File: config.mk
export PLATFORM = sky130hd
export DESIGN_NAME = divide_block
export DESIGN_NICKNAME = d
export VERILOG_FILES = /design/src/rtl/divide_pkg.sv /design/src/rtl/divide_complement_to_2.sv /design/src/rtl/divide_block.sv
export SDC_FILE = /design/constraint.sdc
export NUM_CORES = 1
export LEC_CHECK = 0
export CAP_MARGIN = 0
export CELL_PAD_IN_SITES_DETAIL_PLACEMENT = 1
export CELL_PAD_IN_SITES_GLOBAL_PLACEMENT = 1
export CORE_AREA = 2 2 92 94
export DETAILED_ROUTE_END_ITERATION = 7
export DIE_AREA = 0 0 94 96
export DONT_BUFFER_PORTS = 1
export GPL_TIMING_DRIVEN = 0
export PLACE_DENSITY_LB_ADDON = 0.1
export SYNTH_ARGS = -nofsm -noshare
export SYNTH_HDL_FRONTEND = slang
export SYNTH_SLANG_ARGS = --single-unit
File: constraint.sdc
create_clock -name clk -period 3.4 [get_ports clk]
set_clock_uncertainty 0.1 [all_clocks]
set_input_delay 0.51 -clock clk [delete_from_list [all_inputs] [get_ports clk]]
set_output_delay 0.51 -clock clk [all_outputs]
set_load 0.05 [all_outputs]
File: src/rtl/divide_pkg.sv
`default_nettype none
// ============================================================================
//  Module   : divide_pkg
//  Purpose  : Shared widths, iteration count, limit constants and the state
//             encoding for the signed restoring divider (divide_block).
//  Ports    : none (package)
//  Revision : 1.0 - initial release
// ============================================================================
package divide_pkg;

    localparam int DATA_W = 8;
    localparam int ITER_N = 8;
    localparam int CNT_W  = $clog2(ITER_N);

    // Most negative and most positive signed operand values
    localparam logic [DATA_W-1:0] DATA_MIN = {1'b1, {(DATA_W-1){1'b0}}};
    localparam logic [DATA_W-1:0] DATA_MAX = {1'b0, {(DATA_W-1){1'b1}}};

    // State encoding constants
    localparam logic [2:0] ST_IDLE = 3'd0;
    localparam logic [2:0] ST_ABS  = 3'd1;
    localparam logic [2:0] ST_DIV  = 3'd2;
    localparam logic [2:0] ST_SIGN = 3'd3;
    localparam logic [2:0] ST_DONE = 3'd4;

    typedef enum logic [2:0] {
        IDLE = ST_IDLE,
        ABS  = ST_ABS,
        DIV  = ST_DIV,
        SIGN = ST_SIGN,
        DONE = ST_DONE
    } state_e;

endpackage
`default_nettype wire

File: src/rtl/divide_complement_to_2.sv
`default_nettype none
// ============================================================================
//  Module   : divide_complement_to_2
//  Purpose  : Two-lane combinational two's-complement unit. Each lane passes
//             its input through, or negates it when its neg flag is set.
//             With neg = sign bit it yields the magnitude (|-128| = 8'h80,
//             read as unsigned 128).
//  Ports    : x0_i/x1_i  operand lanes
//             neg0_i/neg1_i  negate request per lane
//             y0_o/y1_o  results
//  Revision : 1.0 - initial release
// ============================================================================
module divide_complement_to_2
    import divide_pkg::*;
(
    input  logic [DATA_W-1:0] x0_i,
    input  logic              neg0_i,
    input  logic [DATA_W-1:0] x1_i,
    input  logic              neg1_i,
    output logic [DATA_W-1:0] y0_o,
    output logic [DATA_W-1:0] y1_o
);

    assign y0_o = neg0_i ? ((~x0_i) + DATA_W'(1)) : x0_i;
    assign y1_o = neg1_i ? ((~x1_i) + DATA_W'(1)) : x1_i;

endmodule
`default_nettype wire

File: src/rtl/divide_block.sv
`default_nettype none
// ============================================================================
//  Module   : divide_block
//  Purpose  : 8-bit signed restoring divider, one quotient bit per cycle.
//             IDLE -> ABS -> DIV x8 -> SIGN -> DONE -> IDLE.
//             Start sampled at edge k gives divide_done in the cycle after
//             edge k+10. Truncates toward zero; remainder follows dividend.
//  Ports    : clk          system clock, rising edge
//             rst          asynchronous reset, active low
//             a, b         signed dividend / divisor
//             start        begin a division (only honoured in IDLE)
//             q, r         registered quotient / remainder
//             busy         operation in flight (ABS..DONE)
//             divide_done  one-cycle completion pulse
//             div_by_zero  b was zero (q = 0, r = a)
//             overflow     -128 / -1 (q saturated to 8'h7F, r = 0)
//  Revision : 1.0 - initial release
// ============================================================================
module divide_block
    import divide_pkg::*;
(
    input  logic              clk,
    input  logic              rst,
    input  logic [DATA_W-1:0] a,
    input  logic [DATA_W-1:0] b,
    input  logic              start,
    output logic [DATA_W-1:0] q,
    output logic [DATA_W-1:0] r,
    output logic              busy,
    output logic              divide_done,
    output logic              div_by_zero,
    output logic              overflow
);

    state_e              state_q, state_d;
    logic [DATA_W-1:0]   a_q, a_d;
    logic [DATA_W-1:0]   b_q, b_d;
    // |a| shifts out MSB first while quotient bits shift in at the LSB
    logic [DATA_W-1:0]   dvd_q, dvd_d;
    logic [DATA_W-1:0]   mb_q, mb_d;
    // Stored remainder is always < |b| <= 128, so 8 bits suffice; the
    // 9-bit partial remainder exists only after the shift (shift_w).
    logic [DATA_W-1:0]   rem_q, rem_d;
    logic [CNT_W-1:0]    cnt_q, cnt_d;
    logic [DATA_W-1:0]   q_q, q_d;
    logic [DATA_W-1:0]   r_q, r_d;
    logic                dz_q, dz_d;
    logic                ov_q, ov_d;

    // Complement unit: magnitudes in ABS, result signing in SIGN
    logic [DATA_W-1:0]   cu_x0, cu_x1, cu_y0, cu_y1;
    logic                cu_n0, cu_n1;

    always_comb begin
        if (state_q == SIGN) begin
            cu_x0 = dvd_q;
            cu_n0 = a_q[DATA_W-1] ^ b_q[DATA_W-1];
            cu_x1 = rem_q;
            cu_n1 = a_q[DATA_W-1];
        end else begin
            cu_x0 = a_q;
            cu_n0 = a_q[DATA_W-1];
            cu_x1 = b_q;
            cu_n1 = b_q[DATA_W-1];
        end
    end

    divide_complement_to_2 u_cmpl (
        .x0_i   (cu_x0),
        .neg0_i (cu_n0),
        .x1_i   (cu_x1),
        .neg1_i (cu_n1),
        .y0_o   (cu_y0),
        .y1_o   (cu_y1)
    );

    // Restoring step: shift in next dividend bit, trial-subtract |b|
    logic [DATA_W:0]     shift_w;
    logic                ge_w;

    assign shift_w = {rem_q, dvd_q[DATA_W-1]};
    assign ge_w    = (shift_w >= {1'b0, mb_q});

    always_comb begin
        state_d = state_q;
        a_d     = a_q;
        b_d     = b_q;
        dvd_d   = dvd_q;
        mb_d    = mb_q;
        rem_d   = rem_q;
        cnt_d   = cnt_q;
        q_d     = q_q;
        r_d     = r_q;
        dz_d    = dz_q;
        ov_d    = ov_q;

        case (state_q)
            IDLE: begin
                if (start) begin
                    a_d     = a;
                    b_d     = b;
                    state_d = ABS;
                end
            end
            ABS: begin
                dvd_d   = cu_y0;
                mb_d    = cu_y1;
                rem_d   = '0;
                cnt_d   = '0;
                state_d = DIV;
            end
            DIV: begin
                rem_d = ge_w ? DATA_W'(shift_w - {1'b0, mb_q})
                             : shift_w[DATA_W-1:0];
                dvd_d = {dvd_q[DATA_W-2:0], ge_w};
                cnt_d = cnt_q + CNT_W'(1);
                if (cnt_q == CNT_W'(ITER_N - 1)) begin
                    state_d = SIGN;
                end
            end
            SIGN: begin
                dz_d = (b_q == '0);
                ov_d = (a_q == DATA_MIN) && (b_q == '1);
                if (b_q == '0) begin
                    q_d = '0;
                    r_d = a_q;
                end else if ((a_q == DATA_MIN) && (b_q == '1)) begin
                    // +128 is not representable: saturate
                    q_d = DATA_MAX;
                    r_d = '0;
                end else begin
                    q_d = cu_y0;
                    r_d = cu_y1;
                end
                state_d = DONE;
            end
            DONE: begin
                state_d = IDLE;
            end
            default: begin
                state_d = IDLE;
            end
        endcase
    end

    always_ff @(posedge clk or negedge rst) begin
        if (!rst) begin
            state_q <= IDLE;
            a_q     <= '0;
            b_q     <= '0;
            dvd_q   <= '0;
            mb_q    <= '0;
            rem_q   <= '0;
            cnt_q   <= '0;
            q_q     <= '0;
            r_q     <= '0;
            dz_q    <= 1'b0;
            ov_q    <= 1'b0;
        end else begin
            state_q <= state_d;
            a_q     <= a_d;
            b_q     <= b_d;
            dvd_q   <= dvd_d;
            mb_q    <= mb_d;
            rem_q   <= rem_d;
            cnt_q   <= cnt_d;
            q_q     <= q_d;
            r_q     <= r_d;
            dz_q    <= dz_d;
            ov_q    <= ov_d;
        end
    end

    assign q           = q_q;
    assign r           = r_q;
    assign div_by_zero = dz_q;
    assign overflow    = ov_q;
    assign busy        = (state_q != IDLE);
    assign divide_done = (state_q == DONE);

endmodule
`default_nettype wire
==> reports/metrics.csv <==
metric,value,unit
status,"finished, final reports clean",
number of max-cap violations,0,
Max H-tree Level,3,
largest net degree at the start of global routing,65,
Final Hold Fails,0,
Clock transition at path regs,0.08,ns
clock buffer depth,2,
via count,2936,
Worst Hold Class,primary input to register,
GP Congestion,0.838,
drt first pass iters,4,
Post-Syn Nets,406,
Final HPWL DP,7.49,mm
Synth Flop Type,dfrtp_1,
Post-synth EDFFs,0,
input/output buffers,0,
initial antenna violation count,0,
CTS sink cnt,64,
total gr overflow,0,
cts bufs inserted,9,
nets,419,
"Data arrival, critical path",3.19,ns
worst relative slew slack,45.3,%
overall global routing resource usage,25.1,%
"most common cell after layout, fill and taps aside",dfrtp_1,
Post-CTS Setup Repair Bufs,0,
DIE HEIGHT,96,um
# diodes,0,
"commonest non-fill, non-tap cells in the layout","64 x dfrtp_1, 34 x nand2_1, 29 x nor2_1",
ratio of cells with drive above 1 in the final layout,15.3,%
"Cell Area, Synth",3680,um^2
Tcrit/Tclk final,90.7,%
vias per cell,5.91,
Core Region,8050,um^2
share of the synthesized area in the top cell type,43.5,%
Slew @ Worst Pin,0.814,ns
CP Launch Type,register,
sequential fraction of the synthesis area,43.5,%
min Tclk post-route,3.09,ns
first-pass GRT wire length,16.8,mm
Root Driver,clkbuf_8,
Yosys warning count,0,
CP Capture Type,register,
Fmax achieved,324,MHz
Worst EP required,3.51,ns
critical path class,register to register,
DRC,0,
final setup TNS,0,ns
initial core utilization,45.7,%
Area contributors post-synth,"dfrtp_1 43%, mux2_2 5.8%, ha_1 4.1%, o21ai_0 3.8%, xnor2_1 3.8%",
"Avg Cell Area, Syn",9.85,um^2
routed length per instance,20.6,um
post-route ant nets,0,
WL final,10.2,mm
First DRT Iteration DRCs,213,
I/O pins,39,
cell count after synthesis,374,
Rows,33,
"Max FO, Critical Path",10,
Synth cell types,59,
vias in the first global route,3077,
setup repair after global routing missed its margin,no,
"area leader, netlist",dfrtp_1,
clk_lat worst skew,0.36,ns
Die W,94,um
die area,9020,um^2
fraction of registers with async set/reset,100,%
CTS tree,built,
P&R area growth vs syn,9.95,%
Final Slew Violations,0,
Synth Register Bits,64,
setup violators final,0,
## cells in the mapped netlist, types with 6 or more instances
cell      number
dfrtp_1       64
o21ai_0       28
nand2_1       34
mux2_2        19
xnor2_1       16
inv_1         15
buf_2          6
xor2_1         8
nor2_1        29
clkbuf_1      11
nor4_1         6
a22oi_1        9
ha_1          12
mux2i_1       13
nor3_1        12
a21oi_1       11
## final timing paths
check,slack [ns],cells after the start,start,endpoint
setup / recovery,0.31,9,state_q[0],mb_q[6]
setup reg to reg,0.31,9,state_q[0],mb_q[6]
hold reg to reg,0.39,2,mb_q[5],mb_q[5]
min in group asynchronous,0.58,2,rst,mb_q[2]
hold / removal,0.20,1,a[1],a_q[1]
max in group asynchronous,2.34,2,rst,mb_q[4]
## layout make-up
cell class	instances	area, um^2
fillers	926	4000
inverters	16	60.1
multi-input cells	274	1920
clock inverters	7	72.6
repair buffers	2	37.5
flip-flops and latches	64	1600
plain buffers	20	98.8
clock buffers	9	124
well taps	105	131
## registers in the layout, indices dropped and copies added (netlist names)
| signal | flops |
|---|---|
| a_q | 8 |
| cnt_q | 3 |
| b_q | 8 |
| rem_q | 8 |
| overflow | 1 |
| dvd_q | 8 |
| r | 8 |
| div_by_zero | 1 |
| mb_q | 8 |
| q | 8 |
| state_q | 3 |
## routing by layer
layer  track usage (%)  vias up  routed length [um]
li1                  -     1374                   -
met1              36.1     1473                5020
met2              38.2       79                4520
met3              4.54       10                 561
met4              8.45        0                 143
met5                 0        -                   0
## timing repair
action,4_1_cts,5_1_grt
gates resized for setup,0,2
hold buffers,2,0
setup endpoints to repair,0,1
endpoints found under the hold margin,64,0
## through the flow
step                      area, um^2  instances  worst slack, ns  hold slack [ns]  util [%]
after global routing            4050        497            0.174            0.189      50.3
after floorplan                 3680        374            0.879            0.114         -
after CTS                       4050        497            0.203            0.187      50.3
after detailed placement        3810        479            0.259            0.117      47.4
final                           4050        497            0.315            0.201      50.3
after global placement          3810        479            0.374            0.116      47.4
## cell families (layout without fill, tap and decap cells)
logic type	Yosys count	count (layout)	share of synthesized area, %
AND/OR/NAND/NOR	116	116	16.2
XOR/XNOR	24	24	5.71
multiplexers	33	33	9.75
flip-flops	64	64	43.5
buffers and inverters	36	54	4.28
AO/OA/AOI/OAI	88	88	16.0
adder cells (fa/ha/maj)	13	13	4.62
## critical path, stage by stage, from the launching register on
cell and delay [ns]:
dfrtp_1 0.45, nand3b_2 0.15, clkbuf_2 0.28, mux2i_1 0.32, ha_1 0.34, or3b_2 0.48
nor4_1 0.32, a311o_1 0.25, xor2_1 0.15, o21ai_0 0.10
Power is not shown: default switching activity piles up to over one toggle a cycle in this logic, so the estimate is an artifact.
